<file path="src/rtl/complex_nr_acc_pkg.sv">
// Shared definitions for the complex dot-product accumulator: state
// encoding, accumulator width derivation and lane sign extension.
package complex_nr_acc_pkg;

    localparam logic ST_ACCUM  = 1'b0;
    localparam logic ST_OUTPUT = 1'b1;

    typedef enum logic {
        S_ACCUM  = ST_ACCUM,
        S_OUTPUT = ST_OUTPUT
    } state_e;

    // Product width is twice the multiplier operand width; guard bits absorb growth.
    function automatic int acc_width(input int data_width, input int guard_bits);
        return 2 * data_width + guard_bits;
    endfunction

    // Sign-extends the low from_width bits of value to 64 bits; callers
    // truncate the result to their accumulator width.
    function automatic logic [63:0] sign_extend(input logic [63:0] value, input int from_width);
        logic signed [63:0] shifted;
        shifted = $signed(value << (64 - from_width));
        return $unsigned(shifted >>> (64 - from_width));
    endfunction

endpackage

</file>
<file path="src/rtl/complex_acc_lane.sv">
// One lane (real or imaginary) of the complex accumulator: a wrapping
// signed running sum plus the register that holds the finished sum.
module complex_acc_lane
    import complex_nr_acc_pkg::*;
#(
    parameter int IN_WIDTH  = 16,
    parameter int ACC_WIDTH = 20
) (
    input  logic                 clk,
    input  logic                 rstn,
    input  logic                 sw_rst,
    input  logic                 clr,       // first sample of a run: ignore the held sum
    input  logic                 add_en,    // a sample is accepted this cycle
    input  logic                 load_out,  // last sample of a run: publish and restart
    input  logic [IN_WIDTH-1:0]  din,
    output logic [ACC_WIDTH-1:0] dout
);

    logic [ACC_WIDTH-1:0] acc;
    logic [ACC_WIDTH-1:0] din_ext;
    logic [ACC_WIDTH-1:0] sum;

    assign din_ext = ACC_WIDTH'(sign_extend(64'(din), IN_WIDTH));
    // Wraps modulo 2**ACC_WIDTH by construction; no saturation.
    assign sum     = (clr ? '0 : acc) + din_ext;

    // Running sum and published sum; the finished sum holds until the next run completes.
    always_ff @(posedge clk or negedge rstn) begin
        // NOTE: sequential state uses non-blocking assignments so every register
        // samples pre-edge values regardless of statement or process order.
        if (!rstn) begin
            acc  <= '0;
            dout <= '0;
        end else if (sw_rst) begin
            acc  <= '0;
            dout <= '0;
        end else if (add_en) begin
            if (load_out) begin
                dout <= sum;
                acc  <= '0;
            end else begin
                acc  <= sum;
            end
        end
    end

endmodule

</file>
<file path="src/rtl/complex_nr_acc.sv">
// Complex dot-product accumulator behind the complex multiplier. Sums a
// run of acc_len products and presents the sum over a valid/ready port,
// back-pressuring the multiplier while the sum waits to be taken.
module complex_nr_acc
    import complex_nr_acc_pkg::*;
#(
    parameter  int DATA_WIDTH = 8,
    parameter  int GUARD_BITS = 4,
    parameter  int LEN_WIDTH  = 4,
    localparam int ACC_WIDTH  = acc_width(DATA_WIDTH, GUARD_BITS)
) (
    input  logic                    clk,
    input  logic                    rstn,
    input  logic                    sw_rst,
    input  logic                    in_val,
    output logic                    in_ready,
    input  logic [2*DATA_WIDTH-1:0] in_re,
    input  logic [2*DATA_WIDTH-1:0] in_im,
    input  logic [LEN_WIDTH-1:0]    acc_len,
    output logic                    out_val,
    input  logic                    out_ready,
    output logic [ACC_WIDTH-1:0]    out_re,
    output logic [ACC_WIDTH-1:0]    out_im,
    output logic [LEN_WIDTH-1:0]    run_cnt
);

    state_e               state;
    state_e               state_next;
    logic [LEN_WIDTH-1:0] len_reg;
    logic [LEN_WIDTH-1:0] eff_len;
    logic                 first;
    logic                 last;
    logic                 accept;

    assign accept = in_val & in_ready;
    assign first  = (run_cnt == '0);

    // On the first accept the run length comes straight from acc_len (0 means 1),
    // so a length-1 run can finish on that same accept.
    assign eff_len = first ? ((acc_len == '0) ? LEN_WIDTH'(1) : acc_len) : len_reg;
    assign last    = ((LEN_WIDTH + 1)'(run_cnt) + (LEN_WIDTH + 1)'(1)) >= (LEN_WIDTH + 1)'(eff_len);

    // State register; software reset wins over any handshake in the same cycle.
    always_ff @(posedge clk or negedge rstn) begin
        if (!rstn) begin
            state <= S_ACCUM;
        end else if (sw_rst) begin
            state <= S_ACCUM;
        end else begin
            state <= state_next;
        end
    end

    // Next state and handshake outputs.
    always_comb begin
        // NOTE: every output is given a default before the case so no path
        // leaves a signal unassigned, which would otherwise infer a latch.
        state_next = state;
        in_ready   = 1'b0;
        out_val    = 1'b0;
        case (state)
            S_ACCUM: begin
                in_ready = 1'b1;
                if (in_val && last) begin
                    state_next = S_OUTPUT;
                end
            end
            S_OUTPUT: begin
                out_val = 1'b1;
                if (out_ready) begin
                    state_next = S_ACCUM;
                end
            end
        endcase
    end

    // Run counter and latched run length; length changes mid-run are ignored.
    always_ff @(posedge clk or negedge rstn) begin
        if (!rstn) begin
            run_cnt <= '0;
            len_reg <= '0;
        end else if (sw_rst) begin
            run_cnt <= '0;
            len_reg <= '0;
        end else if (accept) begin
            if (first) begin
                len_reg <= eff_len;
            end
            run_cnt <= last ? '0 : run_cnt + LEN_WIDTH'(1);
        end
    end

    complex_acc_lane #(
        .IN_WIDTH  (2 * DATA_WIDTH),
        .ACC_WIDTH (ACC_WIDTH)
    ) u_lane_re (
        .clk      (clk),
        .rstn     (rstn),
        .sw_rst   (sw_rst),
        .clr      (first),
        .add_en   (accept),
        .load_out (last),
        .din      (in_re),
        .dout     (out_re)
    );

    complex_acc_lane #(
        .IN_WIDTH  (2 * DATA_WIDTH),
        .ACC_WIDTH (ACC_WIDTH)
    ) u_lane_im (
        .clk      (clk),
        .rstn     (rstn),
        .sw_rst   (sw_rst),
        .clr      (first),
        .add_en   (accept),
        .load_out (last),
        .din      (in_im),
        .dout     (out_im)
    );

endmodule

</file>
<file path="config.mk">
export PLATFORM = sky130hd
export DESIGN_NAME = complex_nr_acc
export DESIGN_NICKNAME = d
export VERILOG_FILES = /design/src/rtl/complex_nr_acc_pkg.sv /design/src/rtl/complex_acc_lane.sv /design/src/rtl/complex_nr_acc.sv
export SDC_FILE = /design/constraint.sdc
export NUM_CORES = 1
export LEC_CHECK = 0
export ABC_AREA = 1
export BUFFER_PORTS_ARGS = -buffer_cell sky130_fd_sc_hd__buf_4
export CORE_ASPECT_RATIO = 1.2
export CORE_UTILIZATION = 35
export CTS_CLUSTER_SIZE = 40
export DETAILED_ROUTE_END_ITERATION = 16
export PLACE_DENSITY_LB_ADDON = 0.05
export REMOVE_ABC_BUFFERS = 1
export SLEW_MARGIN = 40
export SYNTH_ARGS = -nofsm -noshare
export SYNTH_HDL_FRONTEND = slang
export SYNTH_SLANG_ARGS = --single-unit
</file>
<file path="constraint.sdc">
create_clock -name clk -period 7.1 [get_ports clk]
set_input_delay 1.065 -clock clk [delete_from_list [all_inputs] [get_ports clk]]
set_output_delay 1.065 -clock clk [all_outputs]
set_load 0.01 [all_outputs]
</file>
==> metrics.csv <==
metric,value,unit
status,completed,
Pins Over Slew Limit,0,
P_sw,1.293,mW
kind of critical path,reg2reg,
unrepaired setup endpoints after global routing,false,
async set-reset flop share out of synthesis,1.000,
Die H,149.9,um
via/cell ratio,4.881,
Lkg Pwr,4.147,nW
VDD IR max,0.1460,mV
post-CTS sizing,0,
class of the worst hold path,reg2reg,
"Period Utilization, post-route",0.4992,
critical-path cell list,inv_1 > ha_1 > nand3_1 > clkinv_1 > buf_4 > o21ai_0 > ha_1 > nand3_2 > nand2_2 > inv_2 > nand3_4 > nand2_4 > nand2_4 > inv_4 > o21ai_0,
row cnt,53,
HP Start,u_lane_re.acc[10],
first-pass GRT wire length,30800,um
Main synth FF type,dfrtp_1,
final clock skew,0.005337,ns
"EDFF count, synth",0,
TritonCTS Buffers,9,
largest net degree at the start of global routing,61,
Yosys cell types,35,
largest cells by area after synthesis,"dfrtp_1 35%, nand2_1 20%, ha_1 8.6%, inv_1 7.8%, nor2_1 5.2%",
Post-Route Setup TNS,0,ns
combinational share of power,0.530,
CTS tree,yes,
Detail Route Antenna Nets,0,
starting density of the core,0.3602,
Root Driver,clkbuf_16,
Max Cap Viol,0,
HPWL Detailed,13650,um
diode count,0,
Register-to-Register Path Depth,15,
CP Launch Type,register,
Core ar.,17710,um^2
Crit path required time,7.32,ns
post-route design area,7528,um^2
worst path arrival time,3.76,ns
port bufs,86,
RR Startpoint,run_cnt[0],
Power Total,2.861,mW
# IOs,87,
crit path buf inv count,5,
Gate Count Post-Synth,945,
actual slew at the worst max-slew pin,0.5505,ns
sequential fraction of design power,0.283,
Fmax,282.1,MHz
headroom to the max-slew limit,0.6330,
Ys Warns,0,
# H-tree levels,3,
P per Cell Area,380.0,nW/um^2
register bit total from synthesis,89,
vias in the first global route,6120,
crit-path max FO,48,
Final Setup Violations,0,
synthesized area,6377,um^2
reg2reg setup slack,3.56,ns
DIE AREA,18770,um^2
Tot GR Track Use,0.2128,
Area Growth Syn to Fin,18.05,%
total of fill cells in the finished design,1934,
detailed-route wire length per cell,15.01,um
# hold bufs at CTS,0,
vias after detailed routing,6092,
CTS Buffer Depth,2,
clock sink count,89,
Post-DP Area,7178,um^2
DR pass1 iterations,7,
Clock Latency Late Sink,0.36,ns
grt total ovfl,0,
register area share after synthesis,0.3492,
routability cong.,0.8341,
cell with the largest stage delay on the worst path,inv_4,
WHS Path Cells,2,
register area,2227,um^2
end of the worst register-to-register path,u_lane_im.dout[12],
Pint,1.568,mW
# DRC,0,
number of hold violations in the final report,0,
endpoint class of the critical path,register,
initial antenna violation count,0,
iteration-0 DRC count of the detailed router,259,
Tmin final,3.545,ns
Final #Nets,1110,
cell type with the highest aggregate area in the netlist,dfrtp_1,
Setup Buffers After CTS,0,
footprint of the multi-input gates,3476,um^2
switch share,0.4518,
Worst-path clk slew,0.07,ns
CP peak stage delay,0.51,ns
Avg Inst Size Synth,6.749,um^2
Synth top area share,0.3492,
Die Wd,125.2,um
final wirelength,18740,um
crit-path leading delay family,buffers and inverters,
Hold Path End,u_lane_re.acc[10],
share of cells above drive strength 1,0.1187,
Clock Power Share,0.187,
## worst min-delay path, stage by stage (launching register included)
cell and delay, ns:
dfrtp_1 0.35, nand2_1 0.05, nand2_1 0.05
## synth_stat cells, types with 3 or more instances
master,number
a21oi_1,40
buf_2,5
buf_6,7
clkbuf_1,10
dfrtp_1,89
ha_1,44
inv_1,132
inv_2,5
nand2_1,334
nand3_1,45
nand3b_1,11
nand4_1,36
nor2_1,89
nor3_1,5
o21ai_0,48
o21ai_1,4
o22ai_1,10
or2_2,3
xnor2_1,4
## stage by stage
step / utilization / worst slack [ns] / instances / hold slack (ns)
2_1_floorplan: - / 3.613 / 921 / 0.4479
3_3_place_gp: 0.4053 / 3.242 / 1231 / 0.4646
3_5_place_dp: 0.4054 / 3.422 / 1231 / 0.4660
4_1_cts: 0.4234 / 3.396 / 1247 / 0.4848
5_1_grt: 0.4252 / 3.116 / 1248 / 0.5102
6_report: 0.4252 / 3.555 / 1248 / 0.4827
## kinds of logic (layout without fill, tap and decap cells)
| family | count (synthesis) | in the layout | synth area share |
|---|---|---|---|
| fa+ha+maj | 46 | 46 | 0.09260 |
| flops | 89 | 89 | 0.3492 |
| buf+inv | 163 | 246 | 0.1058 |
| simple gates | 533 | 533 | 0.3545 |
| xor+xnor | 6 | 6 | 0.008240 |
| compound gates | 108 | 108 | 0.08966 |
## layout make-up
class / count / area share
Timing Repair Buffer: 91 / 0.09390
Clock inverter: 6 / 0.01197
Tap cell: 220 / 0.03656
Sequential cell: 89 / 0.2958
Inverter: 139 / 0.06964
Multi-Input combinational cell: 693 / 0.4617
Clock buffer: 10 / 0.03041
## power by group through the flow
| stage | logic (mW) | registers (mW) | clock network, mW |
|---|---|---|---|
| final | 1.52 | 0.810 | 0.536 |
| after global routing | 1.72 | 0.840 | 0.567 |
| after CTS | 1.49 | 0.815 | 0.547 |
| after detailed placement | 1.48 | 0.824 | 0 |
| after global placement | 1.48 | 0.822 | 0 |
| after floorplan | 0.872 | 0.861 | 0 |
## layer usage
| layer | global-route usage | vias to the layer above | wire length (um) |
|---|---|---|---|
| li1 | - | 3169 | - |
| met1 | 0.2518 | 2820 | 8429 |
| met2 | 0.3955 | 84 | 9451 |
| met3 | 0.02467 | 19 | 466 |
| met4 | 0.07683 | 0 | 387 |
| met5 | 0 | - | 0 |
## cell usage in the layout, fill, tap and decap left out, drive strengths merged, types with 2 or more instances in the layout
| cell type | instances |
|---|---|
| nand2 | 337 |
| inv | 138 |
| nor2 | 91 |
| buf | 91 |
| dfrtp | 89 |
| o21ai | 52 |
| nand3 | 48 |
| ha | 44 |
| a21oi | 40 |
| nand4 | 36 |
| nand3b | 11 |
| o22ai | 10 |
| clkbuf | 10 |
| nor3 | 5 |
| xnor2 | 4 |
| clkinv | 4 |
| or2 | 3 |
| xor2 | 2 |
| o21bai | 2 |
| o32ai | 2 |
| and2 | 2 |
| fa | 2 |
| bufinv | 2 |
## how the worst max path moves through the flow
stage	slack (ns)	depth (start not counted)	startpoint	end
2_1_floorplan	3.61	14	run_cnt[0]	u_lane_im.dout[10]
3_3_place_gp	3.24	16	run_cnt[0]	u_lane_im.dout[10]
3_5_place_dp	3.42	15	run_cnt[0]	u_lane_im.acc[10]
4_1_cts	3.40	15	run_cnt[0]	u_lane_re.acc[13]
5_1_grt	3.12	17	run_cnt[0]	u_lane_im.dout[0]
6_report	3.56	15	run_cnt[0]	u_lane_im.dout[12]
(Power assumes the default switching activity.)
